--- src/rtl/mvm_pkg.sv ---
// Shared sizing, FSM state encodings and bank index type for the MVM result buffer.
package mvm_pkg;
    localparam int M  = 4;
    localparam int RW = 12;

    typedef enum logic {C_IDLE, C_CAPT} cap_state_t;
    typedef enum logic {D_IDLE, D_SEND} drn_state_t;

    typedef logic bank_t;
endpackage

--- src/rtl/mvm_rb_bank.sv ---
// Ping-pong storage: two banks of M result words, one write port, one combinational read port.
module mvm_rb_bank
    import mvm_pkg::bank_t;
#(
    parameter int M  = mvm_pkg::M,
    parameter int RW = mvm_pkg::RW,
    parameter int IW = (M > 1) ? $clog2(M) : 1
) (
    input  logic                 clk,
    input  logic                 i_we,
    input  bank_t                i_wsel,
    input  logic [IW-1:0]        i_waddr,
    input  logic signed [RW-1:0] i_wdata,
    input  bank_t                i_rsel,
    input  logic [IW-1:0]        i_raddr,
    output logic signed [RW-1:0] o_rdata
);
    // Contents are don't-care after reset; the full flags gate every read.
    logic signed [RW-1:0] r_mem [2][M];

    always_ff @(posedge clk) begin
        if (i_we) r_mem[i_wsel][i_waddr] <= i_wdata;
    end

    assign o_rdata = r_mem[i_rsel][i_raddr];
endmodule

--- src/rtl/mvm_result_buffer.sv ---
// Double-buffered capture of MVM result vectors with a valid/ready drain port.
// Optional MVM_RESULT_RELU_EN clamps negative words to zero before storage.
module mvm_result_buffer
    import mvm_pkg::cap_state_t, mvm_pkg::C_IDLE, mvm_pkg::C_CAPT,
           mvm_pkg::drn_state_t, mvm_pkg::D_IDLE, mvm_pkg::D_SEND, mvm_pkg::bank_t;
#(
    parameter int M  = mvm_pkg::M,
    parameter int RW = mvm_pkg::RW
) (
    input  logic                 clk,
    input  logic                 reset,
    input  logic                 done,
    input  logic signed [RW-1:0] data_in,
    output logic                 out_valid,
    input  logic                 out_ready,
    output logic signed [RW-1:0] out_data,
    output logic                 out_last,
    output logic                 overflow
);
    localparam int IW = (M > 1) ? $clog2(M) : 1;
    localparam logic [IW-1:0] LAST = IW'(M - 1);

    cap_state_t    r_cstate;
    logic [IW-1:0] r_cidx;
    bank_t         r_fill;
    drn_state_t    r_dstate;
    logic [IW-1:0] r_didx;
    bank_t         r_drain;
    logic [1:0]    r_full;
    logic          r_overflow;

    logic                 w_cap_we, w_cap_end, w_xfer, w_free, w_fill_busy, w_other_full;
    logic [1:0]           w_set, w_clr;
    logic signed [RW-1:0] w_wdata, w_rdata;

`ifdef MVM_RESULT_RELU_EN
    assign w_wdata = data_in[RW-1] ? '0 : data_in;
`else
    assign w_wdata = data_in;
`endif

    assign w_cap_we  = (r_cstate == C_CAPT);
    assign w_cap_end = w_cap_we && (r_cidx == LAST);
    assign w_xfer    = (r_dstate == D_SEND) && out_ready;
    assign w_free    = w_xfer && (r_didx == LAST);
    // A bank whose last word leaves on this edge may be refilled starting next edge.
    assign w_fill_busy  = r_full[r_fill] && !(w_free && (r_drain == r_fill));
    assign w_other_full = r_full[~r_drain] || (w_cap_end && (r_fill != r_drain));

    always_comb begin
        w_set = '0;
        w_clr = '0;
        if (w_cap_end) w_set[r_fill]  = 1'b1;
        if (w_free)    w_clr[r_drain] = 1'b1;
    end

    always_ff @(posedge clk or negedge reset) begin
        if (!reset) begin
            r_cstate   <= C_IDLE;
            r_cidx     <= '0;
            r_fill     <= '0;
            r_overflow <= 1'b0;
        end else begin
            case (r_cstate)
                C_IDLE: if (done) begin
                    if (w_fill_busy) begin
                        r_overflow <= 1'b1;
                    end else begin
                        r_cstate <= C_CAPT;
                        r_cidx   <= '0;
                    end
                end
                C_CAPT: begin
                    r_cidx <= r_cidx + 1'b1;
                    if (r_cidx == LAST) begin
                        r_cstate <= C_IDLE;
                        r_fill   <= ~r_fill;
                    end
                end
                default: r_cstate <= C_IDLE;
            endcase
        end
    end

    always_ff @(posedge clk or negedge reset) begin
        if (!reset) r_full <= '0;
        else        r_full <= (r_full | w_set) & ~w_clr;
    end

    always_ff @(posedge clk or negedge reset) begin
        if (!reset) begin
            r_dstate <= D_IDLE;
            r_didx   <= '0;
            r_drain  <= '0;
        end else begin
            case (r_dstate)
                D_IDLE: if (r_full[r_drain]) begin
                    r_dstate <= D_SEND;
                    r_didx   <= '0;
                end
                D_SEND: if (out_ready) begin
                    if (r_didx == LAST) begin
                        r_drain <= ~r_drain;
                        r_didx  <= '0;
                        if (!w_other_full) r_dstate <= D_IDLE;
                    end else begin
                        r_didx <= r_didx + 1'b1;
                    end
                end
                default: r_dstate <= D_IDLE;
            endcase
        end
    end

    mvm_rb_bank #(.M(M), .RW(RW), .IW(IW)) u_bank (
        .clk     (clk),
        .i_we    (w_cap_we),
        .i_wsel  (r_fill),
        .i_waddr (r_cidx),
        .i_wdata (w_wdata),
        .i_rsel  (r_drain),
        .i_raddr (r_didx),
        .o_rdata (w_rdata)
    );

    assign out_valid = (r_dstate == D_SEND);
    assign out_last  = out_valid && (r_didx == LAST);
    assign out_data  = out_valid ? w_rdata : '0;
    assign overflow  = r_overflow;
endmodule

--- config.mk ---
export PLATFORM = sky130hd
export DESIGN_NAME = mvm_result_buffer
export DESIGN_NICKNAME = d
export VERILOG_FILES = /design/src/rtl/mvm_pkg.sv /design/src/rtl/mvm_rb_bank.sv /design/src/rtl/mvm_result_buffer.sv
export SDC_FILE = /design/constraint.sdc
export NUM_CORES = 1
export LEC_CHECK = 0
export ABC_CLOCK_PERIOD_IN_PS = 1900
export CAP_MARGIN = 25
export CORE_MARGIN = 2
export CORE_UTILIZATION = 52
export CTS_CLUSTER_SIZE = 28
export DETAILED_ROUTE_END_ITERATION = 12
export PLACE_DENSITY = 0.75
export SLEW_MARGIN = 20
export SYNTH_ARGS = -nofsm -noshare
export SYNTH_HDL_FRONTEND = slang
export SYNTH_HIERARCHICAL = 1
export SYNTH_SLANG_ARGS = --single-unit
--- constraint.sdc ---
create_clock -name clk -period 1.9 [get_ports clk]
set_input_delay 0.285 -clock clk [delete_from_list [all_inputs] [get_ports clk]]
set_output_delay 0.285 -clock clk [all_outputs]
set_load 0.01 [all_outputs]
==> results of run 1 <==
==> sequential cells by signal (all words and copies together), names as in the netlist, 2 cells and up <==
register      cells
r_didx            2
r_cidx            2
r_full            2
u_bank/r_mem     96
==> repair_timing <==
item                       CTS  global route
pin swaps                    4             0
resized for setup           94             5
gates cloned                 2             0
setup endpoints to repair   13            13
buffers inserted             7             0
hold endpoints to repair     0             0
==> through the flow <==
stage               setup TNS [ns]  std cells  utilization (%)  setup slack [ns]  instance area (µm²)
floorplan                        0        213                -            0.0442                 4370
global placement             -4.70        358             60.2            -0.424                 4920
detailed placement           -4.83        358             60.2            -0.425                 4920
CTS                          -5.42        383             63.7            -0.497                 5210
global route                 -5.91        380             63.4            -0.531                 5180
finish                       -5.02        380             63.4            -0.458                 5180
==> power by group through the flow <==
stage / clock network [µW] / logic, µW / registers [µW]
2_1_floorplan: 0 / 1980 / 3290
3_3_place_gp: 0 / 3160 / 3330
3_5_place_dp: 0 / 3190 / 3350
4_1_cts: 1430 / 3660 / 3330
5_1_grt: 1520 / 3900 / 3390
6_report: 1400 / 3610 / 3350
==> cell usage in the layout, fill, tap and decap left out, drive strengths merged, types with 2 or more instances in the layout <==
cell type,Yosys,final
xor2,2,2
inv,1,5
clkbuf,4,9
o22a,2,2
xnor2,2,2
nand2b,3,3
edfxtp,96,96
nand2,7,7
clkinv,0,2
a31oi,3,3
nor2,8,8
nor3,2,2
mux2,14,14
ha,2,2
o21ai,3,3
clkdlybuf4s50,0,17
buf,6,38
a21o,2,2
and2,13,13
dfrtp,11,11
mux4,24,24
mux2i,2,2
==> routing by layer <==
metal / up-vias / global-route usage (%) / routed length, µm
met5: - / 0 / 0
met3: 14 / 3.79 / 341
met4: 0 / 6.67 / 127
met2: 59 / 31.5 / 4120
li1: 971 / - / -
met1: 1080 / 25.1 / 3330
==> kinds of logic (layout without fill, tap and decap cells) <==
group / after synthesis / in the layout / share of synthesized area [%]
AND/OR/NAND/NOR: 35 / 35 / 4.21
XOR/XNOR: 4 / 4 / 0.802
buffers and inverters: 11 / 73 / 1.55
multiplexers: 40 / 40 / 18.2
adder cells (fa/ha/maj): 2 / 2 / 0.573
flip-flops: 107 / 107 / 72.3
AO/OA/AOI/OAI: 14 / 14 / 2.35
==> worst register-to-register path: stages (launching register included) <==
cell and delay, ns:
dfrtp_2 0.45, buf_6 0.16, buf_4 0.14, buf_4 0.16
xor2_1 0.15, o211a_1 0.27, o22a_1 0.20
==> worst paths after layout <==
kind                            depth (start not counted)  slack [ns]     start            to
worst max-delay path                                    5       -0.46   r_drain  out_data[11]
worst min-delay path                                    1        0.26     reset     r_full[0]
worst max register to register                          6        0.27   r_drain     r_cidx[0]
worst min register to register                          1        0.48  overflow      overflow
max in group asynchronous                               1        1.25     reset       r_drain
min in group clk                                        1        0.48  overflow      overflow
==> layout make-up <==
| type | count | area [µm²] |
|---|---|---|
| clock buffer | 9 | 124 |
| clock inverter | 7 | 80.1 |
| fill | 587 | 2990 |
| inverter | 1 | 3.75 |
| multi-input combinational | 95 | 1120 |
| sequential | 107 | 3160 |
| tap | 105 | 131 |
| timing repair buffer | 56 | 559 |
==> metrics, run 1 <==
routability cong.=around 0.7; share of power burned in registers=40.0%; remaining global-route overflow=0; fin crit share=124%; largest cells by area after synthesis=edfxtp_1 (66%), mux4_1 (13%), dfrtp_1 (6.3%), mux2_2 (3.6%), and2_1 (1.9%); crit path kind=reg2out; DR vias/cell=5.59; synthesized flop and latch total=about 110; first-pass GRT wire length=between 10000 and 15000 µm; vias in the first global route=about 2200; max-slew violation count=0; Worst Path Required=1.62 ns; Largest delay share family, worst path=multiplexers; Core Area=between 0.008 and 0.009 mm²; I/O Buffers=30; Comb pwr share=a little over two fifths; gr usage total=around a fifth; Post-Synthesis Cell Area=about 0.0044 mm²; Hold Crit Class=in2async; Nets=288; clock root cell=clkbuf_8; PD cells=about 1600 mW/mm²; Final Hold Vio Count=0; post-synth net total=roughly 230; crit-path max FO=6; CP cell instances=buf_4, mux4_2, mux2_2, and2_1, buf_2; cell internal pwr=roughly 5800 µW; TritonCTS buffer count=9; outcome=complete, but fails checks; H-tree depth=3; DRT iter0 DRCs=around 160; num rows=33; Psw=between 2000 and 3000 µW; endpoints failing setup=12; Avg WL per Cell=~21 µm; share of layout cells above drive strength 1=between 30% and 40%; failing checks=negative setup slack; yosys warns=6; area grow syn2layout=18.6%; initial antenna violation count=0; drc violations=0; Reg clk slew, reported paths=0.10 ns; Final Skew=~0.011 ns; Slew headroom=between 60% and 70%; Ant. Diodes=0; Leakage=~0.0018 µW; Period minus WS final=approximately 2.4 ns; post-detail-place hpwl=4500 µm; die width=roughly 96 µm; Slew @ Worst Pin=roughly 0.54 ns; CP endpoint kind=primary output; Avg Synthesized Cell Area=20.5 µm²; CP Launch Type=flop; number of flops mapped to enable cells by yosys=96; Min Hold Slack=0.257 ns; Pwr Total=approximately 8400 µW; CP max stage delay=0.52 ns; WP data arrival=between 2 and 2.5 ns; count leader, synth=edfxtp_1; CTS tree=built; Net Sw Frac=between 30% and 40%; cells after synthesis=213; RSZ-0062 raised after global routing=true; Synth async-reset ratio=10.3%; Die Y=roughly 96 µm; post-synth top area cell=edfxtp_1; f_max=around 0.42 GHz; Synth top area share=between 60% and 70%; Max-Cap Viols=0; Skew-Pair Late Insertion Delay=between 0.3 and 0.4 ns; Synth top cells by count=edfxtp_1 (96), mux4_1 (21), mux2_2 (14); Slowest-stage cell, CP=mux4_2; Routed WL=7910 µm; Clk network pwr share=16.8%; hold_buf cts=0; final setup margin=-0.458 ns; sequential-to-total area share from yosys stat=between 70 and 80%; top-level I/O count=31; initial core utilization=between 50 and 60%; CTS Buffer Depth=2; largest net degree at the start of global routing=20; Die ar.=0.00915 mm²; Buffers & Inverters on Critical Path=2; DRT antenna net count=0; # clock sinks=roughly 110; total iterations of the first detailed-routing run=4; Synth cell types=28; routed vias=roughly 2100; Peak VDD IR=about 0.77 mV; Synth Flop Type=edfxtp_1
Note: power is estimated with default switching activity, not from simulation.
==> run 2, diff against run 1 <==
- CORE_UTILIZATION: 52 -> 45
- PLACE_DENSITY: 0.75 -> 0.66
==> run 2 against run 1 <==
The run still ends with negative setup slack left. Largest cell class unchanged. Routed wire length is 5.3% higher. Critical path depth is 2 higher. Flip-flop and latch count stayed put.
==> metrics, run 2 (synthesis results as in run 1) <==
post-detail-place hpwl=5060 µm; CP Launch Type=flop; Hold Crit Class=in2async; initial core utilization=46.8%; largest net degree at the start of global routing=18; Ant. Diodes=0; Leakage=about 0.0019 µW; area grow syn2layout=22.2%; Slew @ Worst Pin=roughly 0.54 ns; Die Y=~100 µm; number of flip-flops under the largest register name=96; worst r2r src=r_drain; commonest non-fill, non-tap cells in the layout=edfxtp_1 (96), buf_4 (23), mux4_2 (22), clkdlybuf4s50_1 (17), buf_6 (13); remaining global-route overflow=0; initial antenna violation count=0; CP cell instances=buf_12, buf_16, buf_6, mux4_2, mux2_4, and2_4, buf_6; DRT iter0 DRCs=~200; first-pass GRT wire length=approximately 13000 µm; num rows=35; I/O Buffers=30; DRT antenna net count=0; most frequent CP cell=buf_6; Routed WL=8330 µm; Buffers & Inverters on Critical Path=4; gr usage total=17.4%; routability cong.=~0.77; H-tree depth=3; Largest delay share family, worst path=multiplexers; CTS tree=built; crit-path max FO=8; WP data arrival=approximately 2.1 ns; Worst Path Required=~1.6 ns; fin crit share=127%; most common cell after layout, fill and taps aside=edfxtp_1; failing checks=negative setup slack; Peak VDD IR=about 0.71 mV; routed vias=about 2200; Period minus WS final=2.42 ns; Slowest-stage cell, CP=dfrtp_2; PD cells=1650 mW/mm²; wire length on met3=around 310 µm; met2 routed WL=about 4000 µm; RSZ-0062 raised after global routing=true; cell depth of the worst flop-to-flop path=6; WL met1=between 3000 and 4000 µm; Skew-Pair Late Insertion Delay=0.36 ns; DR vias/cell=approximately 5.3; Most flops, register=u_bank/r_mem; CP endpoint kind=primary output; CTS Buffer Depth=2; clock root cell=clkbuf_8; max-slew violation count=0; drc violations=0; Final Skew=approximately 0.006 ns; Max-Cap Viols=0; die width=between 100 and 150 µm; Nets=approximately 300; Final Hold Vio Count=0; Slew headroom=between 60% and 70%; reg2reg end=r_cidx[0]; crit path kind=reg2out; reg-to-reg slack, setup=0.30 ns; TritonCTS buffer count=9; # clock sinks=approximately 110; Die ar.=0.0105 mm²; endpoints failing setup=12; total iterations of the first detailed-routing run=4; Reg clk slew, reported paths=roughly 0.090 ns; share of layout cells above drive strength 1=40.1%; f_max=around 0.41 GHz; Avg WL per Cell=20.3 µm; Min Hold Slack=approximately 0.27 ns; top-level I/O count=31; CP max stage delay=~0.43 ns; final setup margin=-0.518 ns; vias in the first global route=around 2200; outcome=complete, but fails checks; Core Area=approximately 0.0093 mm²; Fillers=700; Post-Route Utilization=57.3%; highest routed metal layer=met4
-- run 2: worst max path at each step --
stage	from	endpoint	slack, ns	cells past startpoint
2_1_floorplan	r_drain	out_data[10]	0.04	5
3_3_place_gp	r_drain	out_data[4]	-0.42	5
3_5_place_dp	r_drain	out_data[5]	-0.45	5
4_1_cts	r_drain	out_data[7]	-0.53	7
5_1_grt	r_drain	out_data[7]	-0.58	7
6_report	r_drain	out_data[7]	-0.52	7
-- run 2: where the power goes --
group / leakage (µW) / internal (µW) / switching, µW
Sequential: 0.000993 / 3070 / 257
Combinational: 0.000802 / 2450 / 1640
Clock: 0.0000957 / 650 / 732
-- run 2: per-layer routing --
layer / global-route usage [%] / vias up
li1: - / 983
met1: 25.7 / 1127
met2: 26.8 / 66
met3: 2.24 / 14
met4: 6.77 / 0
met5: 0 / -
-- run 2: stage by stage --
stage / instance area, µm² / power, µW / TNS, ns / setup WS, ns / std cells
2_1_floorplan: 4370 / 5270 / 0 / 0.0442 / 213
3_3_place_gp: 4990 / 6580 / -4.83 / -0.419 / 387
3_5_place_dp: 4990 / 6630 / -5.01 / -0.446 / 387
4_1_cts: 5310 / 8680 / -5.66 / -0.528 / 411
5_1_grt: 5340 / 9270 / -6.17 / -0.582 / 411
6_report: 5340 / 8810 / -5.32 / -0.518 / 411
-- run 2: layout make-up --
cell class	instances	area (µm²)	area share [%]
flip-flops and latches	107	3160	59.2
clock inverters	5	62.6	1.17
clock buffers	11	141	2.65
inverters	1	3.75	0.0703
multi-input cells	95	1150	21.5
well taps	129	161	3.02
repair buffers	63	662	12.4
-- run 2: timing repair --
action	CTS	global route
gates cloned	3	0
buffers inserted	5	0
endpoints found under the setup margin	13	12
hold buffers	0	0
pin swaps	6	1
gates resized for setup	102	10
==> run 3, diff against run 2 <==
--- a/config.mk
+++ b/config.mk
@@ -8,9 +8,12 @@
 export ABC_CLOCK_PERIOD_IN_PS = 1900
 export CAP_MARGIN = 25
+export CELL_PAD_IN_SITES_DETAIL_PLACEMENT = 2
+export CELL_PAD_IN_SITES_GLOBAL_PLACEMENT = 2
 export CORE_MARGIN = 2
-export CORE_UTILIZATION = 45
+export CORE_UTILIZATION = 41
 export CTS_CLUSTER_SIZE = 28
 export DETAILED_ROUTE_END_ITERATION = 12
-export PLACE_DENSITY = 0.66
+export PLACE_DENSITY_LB_ADDON = 0.1
+export SKIP_CTS_REPAIR_TIMING = 1
 export SLEW_MARGIN = 20
 export SYNTH_ARGS = -nofsm -noshare
==> constraint.sdc (replaced) <==
create_clock -name clk -period 1.9 [get_ports clk]
set_input_delay 0.285 -clock clk [delete_from_list [all_inputs] [get_ports clk]]
set_output_delay 0.285 -clock clk [all_outputs]
set_load 0.005 [all_outputs]
==> run 3 against run 2 <==
The flow still finishes with violations (negative setup slack). Sequential power increased by 1%. Total power increased by 2.8%. Critical path depth unchanged. Register-to-register slack got worse by 0.30 ns. Clock skew increased by 0.0024 ns. Hold slack improved by 0.021 ns. Combinational power increased by 6.4%. Flip-flop and latch count unchanged. Largest cell class unchanged. Largest power group unchanged.
==> metrics, run 3 (synthesis results as in run 1) <==
outcome=complete, but fails checks; failing checks=negative setup slack; Final Hold Vio Count=0; clock root cell=clkbuf_8; total iterations of the first detailed-routing run=4; max-slew violation count=0; most common cell after layout, fill and taps aside=edfxtp_1; Hold Crit Class=in2async; Slowest-stage cell, CP=mux4_2; gr usage total=17.5%; DRT iter0 DRCs=166; Final Skew=0.00835 ns; most frequent CP cell=buf_6; final setup margin=-0.575 ns; Net Sw Frac=a little over 30%; # clock sinks=around 110; global routing met1 resource utilization=between 20% and 30%; drc violations=0; DR vias/cell=5.25; Peak VDD IR=approximately 0.76 mV; CTS Buffer Depth=2; crit-path max FO=5; Psw=between 2000 and 3000 µW; area grow syn2layout=24.9%; Slew @ Worst Pin=0.602 ns; Skew-Pair Late Insertion Delay=0.36 ns; Routed WL=roughly 11000 µm; crit path kind=reg2out; GRT busiest layer=met2; share of layout cells above drive strength 1=roughly 42%; initial antenna violation count=0; Worst Path Required=1.62 ns; cell internal pwr=around 6200 µW; met2 GRT Util=28.3%; Clk network pwr share=roughly 15%; endpoints failing setup=13; initial core utilization=42.3%; Non-Filler Cell Area, Final=0.00546 mm²; Min Hold Slack=slightly below 0.3 ns; worst r2r src=r_drain; Post-DP Area=~0.0049 mm²; reg-to-reg slack, setup=0 ns; cell depth of the worst flop-to-flop path=8; I/O Buffers=30; TritonCTS buffer count=9; RSZ-0062 raised after global routing=true; Max-Cap Viols=0; vias in the first global route=between 2000 and 2500; Most flops, register=u_bank/r_mem; routed vias=around 2200; Reg clk slew, reported paths=roughly 0.11 ns; Ant. Diodes=0; Leakage=~0.002 µW; CP cell instances=buf_6, clkbuf_16, buf_6, mux4_2, mux2_4, and2_4, buf_6; remaining global-route overflow=0; CP endpoint kind=primary output; routability cong.=between 0.6 and 0.7; WP data arrival=approximately 2.2 ns; top-level I/O count=31; PD cells=between 1500 and 2000 mW/mm²; commonest non-fill, non-tap cells in the layout=edfxtp_1 (96), mux4_2 (22), buf_6 (20), buf_4 (18), clkdlybuf4s50_1 (17); CP Launch Type=flop; CP max stage delay=roughly 0.49 ns; die width=107 µm; DRT antenna net count=0; post-detail-place hpwl=about 6200 µm; Period minus WS final=between 2 and 2.5 ns; Avg WL per Cell=between 20 and 25 µm; number of flip-flops under the largest register name=96; Nets=a little over 300; Comb pwr share=between 40% and 50%; share of power burned in registers=a little under two fifths; largest net degree at the start of global routing=20; fin crit share=130%; Slew headroom=between 50% and 60%; Die Y=around 110 µm; first-pass GRT wire length=about 14000 µm; Die ar.=0.0115 mm²; reg2reg end=r_cidx[0]; num rows=37; global routing usage on met3=2.37%; f_max=~0.40 GHz; Core Area=just over 0.01 mm²; CTS tree=built; H-tree depth=3
-- run 3: metal layers --
layer	vias to the layer above	share of wire [%]	routed length, µm
li1	997	-	-
met1	1202	46	4900
met2	33	51	5380
met3	8	1.8	186
met4	0	0.98	104
met5	-	0	0
-- run 3: area by class of cell --
type                       instances  area (µm²)
inverter                           1        3.75
fill                             925        4860
timing repair buffer              72         776
clock buffer                      10         128
sequential                       107        3160
tap                              136         170
multi-input combinational         95        1160
clock inverter                     6        56.3
-- run 3: worst max-delay path by stage --
| stage | startpoint | end |
|---|---|---|
| floorplan | r_drain | out_data[10] |
| global placement | r_drain | out_data[4] |
| detailed placement | r_drain | out_data[1] |
| CTS | r_drain | out_data[1] |
| global route | r_drain | out_data[0] |
| finish | r_drain | out_data[10] |
-- run 3: critical path: cells and delay by family (launching register included) --
family,cells,cell delay (ns)
muxes,2,0.76
DFF,1,0.47
and+or+nand+nor,1,0.16
buffers and inverters,4,0.45
-- run 3: power groups by stage --
stage / sequential [µW] / combinational [µW] / clock (µW)
after floorplan: 3280 / 1870 / 0
after global placement: 3340 / 3130 / 0
after detailed placement: 3390 / 3210 / 0
after CTS: 3330 / 3230 / 1360
after global routing: 3430 / 4680 / 1450
final: 3370 / 4350 / 1330
-- run 3: stage by stage --
step / cells / worst slack (ns) / total power (µW) / util (%) / setup TNS, ns
after global routing: 427 / -0.654 / 9560 / 52.9 / -7.36
after detailed placement: 387 / -0.445 / 6600 / 47.9 / -4.85
after floorplan: 213 / 0.0660 / 5150 / - / 0
after CTS: 403 / -0.860 / 7920 / 49.7 / -10.05
after global placement: 387 / -0.392 / 6470 / 47.9 / -4.49
final: 427 / -0.575 / 9050 / 52.9 / -6.20
